[src/rtl/t09_lcd_cmd_decoder.sv]
// LCD controller command/parameter decoder: window registers, pixel format,
// display flags and a RAMWR pixel stream walking a rectangular window.
module t09_lcd_cmd_decoder #(
    parameter int COL_MAX = 239,
    parameter int ROW_MAX = 319
) (
    input  logic        clk,
    input  logic        nrst,
    input  logic        wr_en,
    input  logic [7:0]  D,
    input  logic        dcx,
    output logic        pix_valid,
    output logic [8:0]  pix_x,
    output logic [8:0]  pix_y,
    output logic [15:0] pix_color,
    output logic        disp_on,
    output logic        sleep_out,
    output logic [7:0]  colmod,
    output logic [15:0] win_sc,
    output logic [15:0] win_ec,
    output logic [15:0] win_sp,
    output logic [15:0] win_ep,
    output logic        bad_cmd
);
    localparam logic [15:0] COL_END = 16'(COL_MAX);
    localparam logic [15:0] ROW_END = 16'(ROW_MAX);

    typedef enum logic [2:0] {IDLE, CASET, PASET, COLMOD, RAMWR} state_t;

    state_t      state;
    logic [1:0]  cnt;
    logic [23:0] shadow;
    logic [7:0]  low;
    logic        phase;
    logic [8:0]  px;
    logic [8:0]  py;
    logic        x_wrap;
    logic [8:0]  nx;
    logic [8:0]  ny;

    // Equality compares only, so inverted windows still wrap deterministically
    always_comb begin
        x_wrap = (px == win_ec[8:0]);
        nx = px + 9'd1;
        ny = py;
        if (x_wrap) begin
            nx = win_sc[8:0];
            ny = (py == win_ep[8:0]) ? win_sp[8:0] : py + 9'd1;
        end
    end

    always_ff @(posedge clk or negedge nrst) begin
        if (!nrst) begin
            state     <= IDLE;
            cnt       <= '0;
            shadow    <= '0;
            low       <= '0;
            phase     <= 1'b0;
            px        <= '0;
            py        <= '0;
            pix_valid <= 1'b0;
            pix_x     <= '0;
            pix_y     <= '0;
            pix_color <= '0;
            disp_on   <= 1'b0;
            sleep_out <= 1'b0;
            colmod    <= '0;
            win_sc    <= '0;
            win_ec    <= COL_END;
            win_sp    <= '0;
            win_ep    <= ROW_END;
            bad_cmd   <= 1'b0;
        end else begin
            pix_valid <= 1'b0;
            bad_cmd   <= 1'b0;
            if (wr_en && !dcx) begin
                cnt   <= '0;
                phase <= 1'b0;
                state <= IDLE;
                case (D)
                    8'h00: ;
                    8'h01: begin
                        shadow    <= '0;
                        low       <= '0;
                        px        <= '0;
                        py        <= '0;
                        pix_x     <= '0;
                        pix_y     <= '0;
                        pix_color <= '0;
                        disp_on   <= 1'b0;
                        sleep_out <= 1'b0;
                        colmod    <= '0;
                        win_sc    <= '0;
                        win_ec    <= COL_END;
                        win_sp    <= '0;
                        win_ep    <= ROW_END;
                    end
                    8'h10: sleep_out <= 1'b0;
                    8'h11: sleep_out <= 1'b1;
                    8'h28: disp_on <= 1'b0;
                    8'h29: disp_on <= 1'b1;
                    8'h2A: state <= CASET;
                    8'h2B: state <= PASET;
                    8'h3A: state <= COLMOD;
                    8'h2C: begin
                        state <= RAMWR;
                        px    <= win_sc[8:0];
                        py    <= win_sp[8:0];
                    end
                    default: bad_cmd <= 1'b1;
                endcase
            end else if (wr_en) begin
                case (state)
                    CASET, PASET: begin
                        cnt <= cnt + 2'd1;
                        case (cnt)
                            2'd0: shadow[23:16] <= D;
                            2'd1: shadow[15:8] <= D;
                            2'd2: shadow[7:0] <= D;
                            default: begin
                                state <= IDLE;
                                if (state == CASET) begin
                                    win_sc <= shadow[23:8];
                                    win_ec <= {shadow[7:0], D};
                                end else begin
                                    win_sp <= shadow[23:8];
                                    win_ep <= {shadow[7:0], D};
                                end
                            end
                        endcase
                    end
                    COLMOD: begin
                        colmod <= D;
                        state  <= IDLE;
                    end
                    RAMWR: begin
                        phase <= ~phase;
                        if (!phase) begin
                            low <= D;
                        end else begin
                            pix_valid <= 1'b1;
                            pix_x     <= px;
                            pix_y     <= py;
                            pix_color <= {D, low};
                            px        <= nx;
                            py        <= ny;
                        end
                    end
                    default: ;
                endcase
            end
        end
    end
endmodule

[config.mk]
export PLATFORM = sky130hd
export DESIGN_NAME = t09_lcd_cmd_decoder
export DESIGN_NICKNAME = d
export VERILOG_FILES = /design/src/rtl/t09_lcd_cmd_decoder.sv
export SDC_FILE = /design/constraint.sdc
export NUM_CORES = 1
export LEC_CHECK = 0
export ABC_CLOCK_PERIOD_IN_PS = 2100
export BUFFER_PORTS_ARGS = -buffer_cell sky130_fd_sc_hd__buf_4
export CAP_MARGIN = 0
export CORE_UTILIZATION = 51
export CTS_CLUSTER_DIAMETER = 50
export DETAILED_ROUTE_END_ITERATION = 12
export GPL_ROUTABILITY_DRIVEN = 0
export PLACE_DENSITY_LB_ADDON = 0.15
export SETUP_SLACK_MARGIN = 0.3
export SYNTH_ARGS = -nofsm -noshare
export SYNTH_HDL_FRONTEND = slang
export SYNTH_SLANG_ARGS = --single-unit
[constraint.sdc]
create_clock -name clk -period 2.1 [get_ports clk]
set_clock_uncertainty 0.15 [all_clocks]
set_input_delay 0.105 -clock clk [delete_from_list [all_inputs] [get_ports clk]]
set_output_delay 0.105 -clock clk [all_outputs]
set_load 0.005 [all_outputs]
==> metrics.yaml <==
yosys:
  ys_async_sr_fraction_pct: 100
  yosys.cell_types.count: 60
  synthTopCellsByCount: "152 x dfrtp_1, 137 x nand2_1, 85 x o21ai_0, 42 x a22o_1, 36 x nor2_1"
  yosys.area.top_type: "dfrtp_1"
  syn_inst: 712
  synth_top_area_share_pct: 51.6
  syn-cell-area_um2: 7370
  ys_seq_elements: 166
  synth.net_count: 730
  yosysSeqAreaShare_pct: 56.6
  synth.yosys.warnings: 0
  synthFlopType: "dfrtp_1"
  synth.most_common_cell: "dfrtp_1"
  synth_area_leaders: "dfrtp_1 52%, nand2_1 7.0%, o21ai_0 5.8%"
  synth_enable_flop_cells: 0
  synth_area_per_cell_um2: 10.3
timing:
  relSlewSlack_pct: 36.7
  finalMaxSlewViolations: 0
  post-route-worst-setup-slack_ps: -66.5
  rsz0062_at_grt: "yes"
  setup_viol: 23
  holdWs_ps: -4.38
  hold_viol_final: 18
  fin_crit_ps: 2170
  worstMarginPinSlew_ps: 945
  max_freq_ghz: 0.462
  fin_crit_sh_pct: 103
worst_setup_path:
  r2r_cells: 7
  cp-end-kind: "flop"
  cp_max_fo: 4
  cp_cell_sequence: "and4bb_2, o21ai_0, buf_4, a21o_4, buf_4, o2bb2ai_1, a221o_1"
  slowest_delay_ps: 420
  arrival_ps: 2340
  reg2reg_to: "px[8]$_DFFE_PN0P_"
  required_ps: 2270
  path_common_cell: "buf_4"
  slowest_stage: "dfrtp_1"
  path_delay_family: "compound AO/OA/AOI/OAI gates"
  rrSetupSlack_ps: -70
  r2r_start: "state[0]$_DFFE_PN0P_"
  worstSetupPathType: "reg -> reg"
  cp-start-kind: "flop"
  critPathBufInv: 2
layout:
  diodes: 0
  drive_above_1_share_pct: 48.6
  fin_area_um2: 11300
  n_fill_cell: 738
  syn2layout_area_growth_pct: 53.8
  fin_cells: 1124
  nets: 949
global_routing:
  met3_usage_pct: 8.15
  use_met1_pct: 46.6
  first_global_vias: 6787
  grt_pass1_wl_mm: 38.0
  grt_overflow_total: 0
  grt_max_degree: 60
  met2_usage_pct: 52.2
  grt_antenna_before_repair: 0
  grtUsageTotal_pct: 34.6
  busiest_layer: "met2"
pwr:
  swShare_pct: 28.6
  share_comb_of_total_power_pct: 17.5
  p_int_w: 0.00587
  p_sw_w: 0.00235
  leakage_nw: 5.30
  pwr-share-seq_pct: 44.1
  p_clk_share_pct: 38.4
  vdd_drop_max_mv: 0.532
  powerDensity_nw_per_um2: 726
route:
  drt-initial-drc-count: 1105
  num_vias: 7393
  drc: 0
  ant_nets: 0
  wirelength_mm: 28.9
  wl_per_cell_um: 25.7
  avgViaCountPerCell: 6.58
  dr.pass1.iters: 8
cts:
  htreeDepth: 4
  cts_root_buf: "clkbuf_16"
  cts_tree: "built"
  clkSlewWorstSetupHoldPaths_ps: 70
  cts_buffer_depth: 2
  clock_latency_ps: 450
  numCtsBuffers: 17
  clock_sinks: 166
floorplanning:
  fp.coreArea_um2: 14000
  die_w_um: 122
  rows: 43
  start_util_pct: 52.7
  die_area_um2: 14900
  die_h_um: 122
  io_pins: 122
min_path:
  hold_path_class: "in -> async"
placed_design:
  placed_cell_area_um2: 8950
  dp.cells: 1036
  port_buffers: 121
  dp_hpwl_mm: 14.9
status:
  status: "complete, but fails checks"
  violations: "negative hold slack, negative setup slack"
run:
  max_cap_viol_count: 0
power groups by stage:
stage | clock network, W | logic, W | registers, W
after floorplan | 0 | 0.000488 | 0.00361
after global placement | 0 | 0.00101 | 0.00363
after detailed placement | 0 | 0.00104 | 0.00363
after CTS | 0.00313 | 0.00122 | 0.00360
after global routing | 0.00329 | 0.00151 | 0.00364
final | 0.00316 | 0.00144 | 0.00363
registers in the layout, summed over array words and instances (netlist names), 2 cells and up:
register and flops:
win_sc 16, pix_x 9, shadow 24, colmod 8
pix_y 9, state 3, cnt 2, py 9
px 9, win_sp 16, low 8, win_ec 16
win_ep 16, pix_color 16
cell type report:
| class | count | area [um^2] | area share (%) |
|---|---|---|---|
| timing repair buffer | 243 | 2380 | 21.0 |
| sequential | 166 | 4170 | 36.8 |
| tap | 180 | 225 | 1.99 |
| multi-input combinational | 486 | 3900 | 34.5 |
| inverter | 17 | 65.1 | 0.574 |
| clock inverter | 14 | 148 | 1.30 |
| clock buffer | 18 | 439 | 3.88 |
cell families after synthesis:
| logic type | share of synthesized area (%) |
|---|---|
| AO/OA/AOI/OAI | 18.5 |
| buffers and inverters | 3.41 |
| adder cells (fa/ha/maj) | 1.16 |
| XOR/XNOR | 2.60 |
| AND/OR/NAND/NOR | 16.2 |
| flip-flops | 56.6 |
| multiplexers | 1.49 |
layout by cell type (no fill, tap or decap), types with 4 or more instances in the layout:
| cell | count |
|---|---|
| buf_4 | 181 |
| dfrtp_1 | 152 |
| nand2_1 | 71 |
| nand2_4 | 47 |
| o21ai_2 | 47 |
| a22o_1 | 42 |
| nor2_1 | 25 |
| o21ai_0 | 24 |
| clkbuf_16 | 22 |
| nand2_2 | 19 |
| nand3_1 | 19 |
| o21ai_1 | 18 |
| inv_1 | 16 |
| buf_6 | 16 |
| buf_12 | 15 |
| dlygate4sd3_1 | 15 |
| dfstp_2 | 14 |
| xnor2_1 | 13 |
| nor2_4 | 9 |
| buf_16 | 8 |
| and2_1 | 7 |
| mux2_4 | 7 |
| xnor2_2 | 7 |
| a221o_1 | 7 |
| o211ai_1 | 7 |
| and3_1 | 6 |
| nand4_1 | 6 |
| o2bb2ai_1 | 6 |
| o221ai_1 | 6 |
| clkinv_2 | 5 |
| a22oi_2 | 5 |
| ha_1 | 5 |
| nor3_1 | 4 |
| a21oi_2 | 4 |
| a32o_1 | 4 |
| a21oi_1 | 4 |
worst register-to-register path: stages (launching register included):
cell and delay [ps]:
dfrtp_1 420, and4bb_2 360, o21ai_0 120, buf_4 190, a21o_4 210, buf_4 150, o2bb2ai_1 140, a221o_1 300
how the worst max path moves through the flow:
stage | from | to | slack [ps] | cells after the start
floorplan | state[1]$_DFFE_PN0P_ | py[0]$_DFFE_PN0P_ | -80 | 7
global placement | D[5] | shadow[20]$_DFFE_PN0P_ | -20 | 6
CTS | win_ec[6]$_DFFE_PN1P_ | py[6]$_DFFE_PN0P_ | 60 | 6
detailed placement | D[5] | win_sc[5]$_DFFE_PN0P_ | -50 | 7
finish | state[0]$_DFFE_PN0P_ | px[8]$_DFFE_PN0P_ | -70 | 7
global route | state[0]$_DFFE_PN0P_ | pix_color[12]$_DFFE_PN0P_ | -110 | 7
layer usage:
layer | part of all wire, % | wire (um)
met2 | 47 | 13500
met5 | 0 | 0
met1 | 37 | 10700
met4 | 5.2 | 1510
met3 | 11 | 3240
stage by stage:
| step | hold slack, ps | total power [W] | setup slack (ps) | utilization [%] | setup TNS (ps) |
|---|---|---|---|---|---|
| after floorplan | -341 | 0.00410 | -84.8 | - | -84.8 |
| after global placement | -112 | 0.00464 | -17.7 | 64.0 | -108 |
| after detailed placement | -108 | 0.00468 | -47.1 | 64.0 | -579 |
| after CTS | 2.96 | 0.00795 | 57.9 | 73.9 | 0 |
| after global routing | 35.5 | 0.00844 | -106 | 81.0 | -1260 |
| final | -4.38 | 0.00822 | -66.5 | 81.0 | -556 |
repair_timing:
action	CTS	global route
endpoints found under the hold margin	183	9
gates resized for setup	107	217
pin swaps	44	86
gates cloned	9	10
endpoints found under the setup margin	126	161
setup buffers	12	9
hold buffers	15	1
Power figures use the tool's default switching activity.
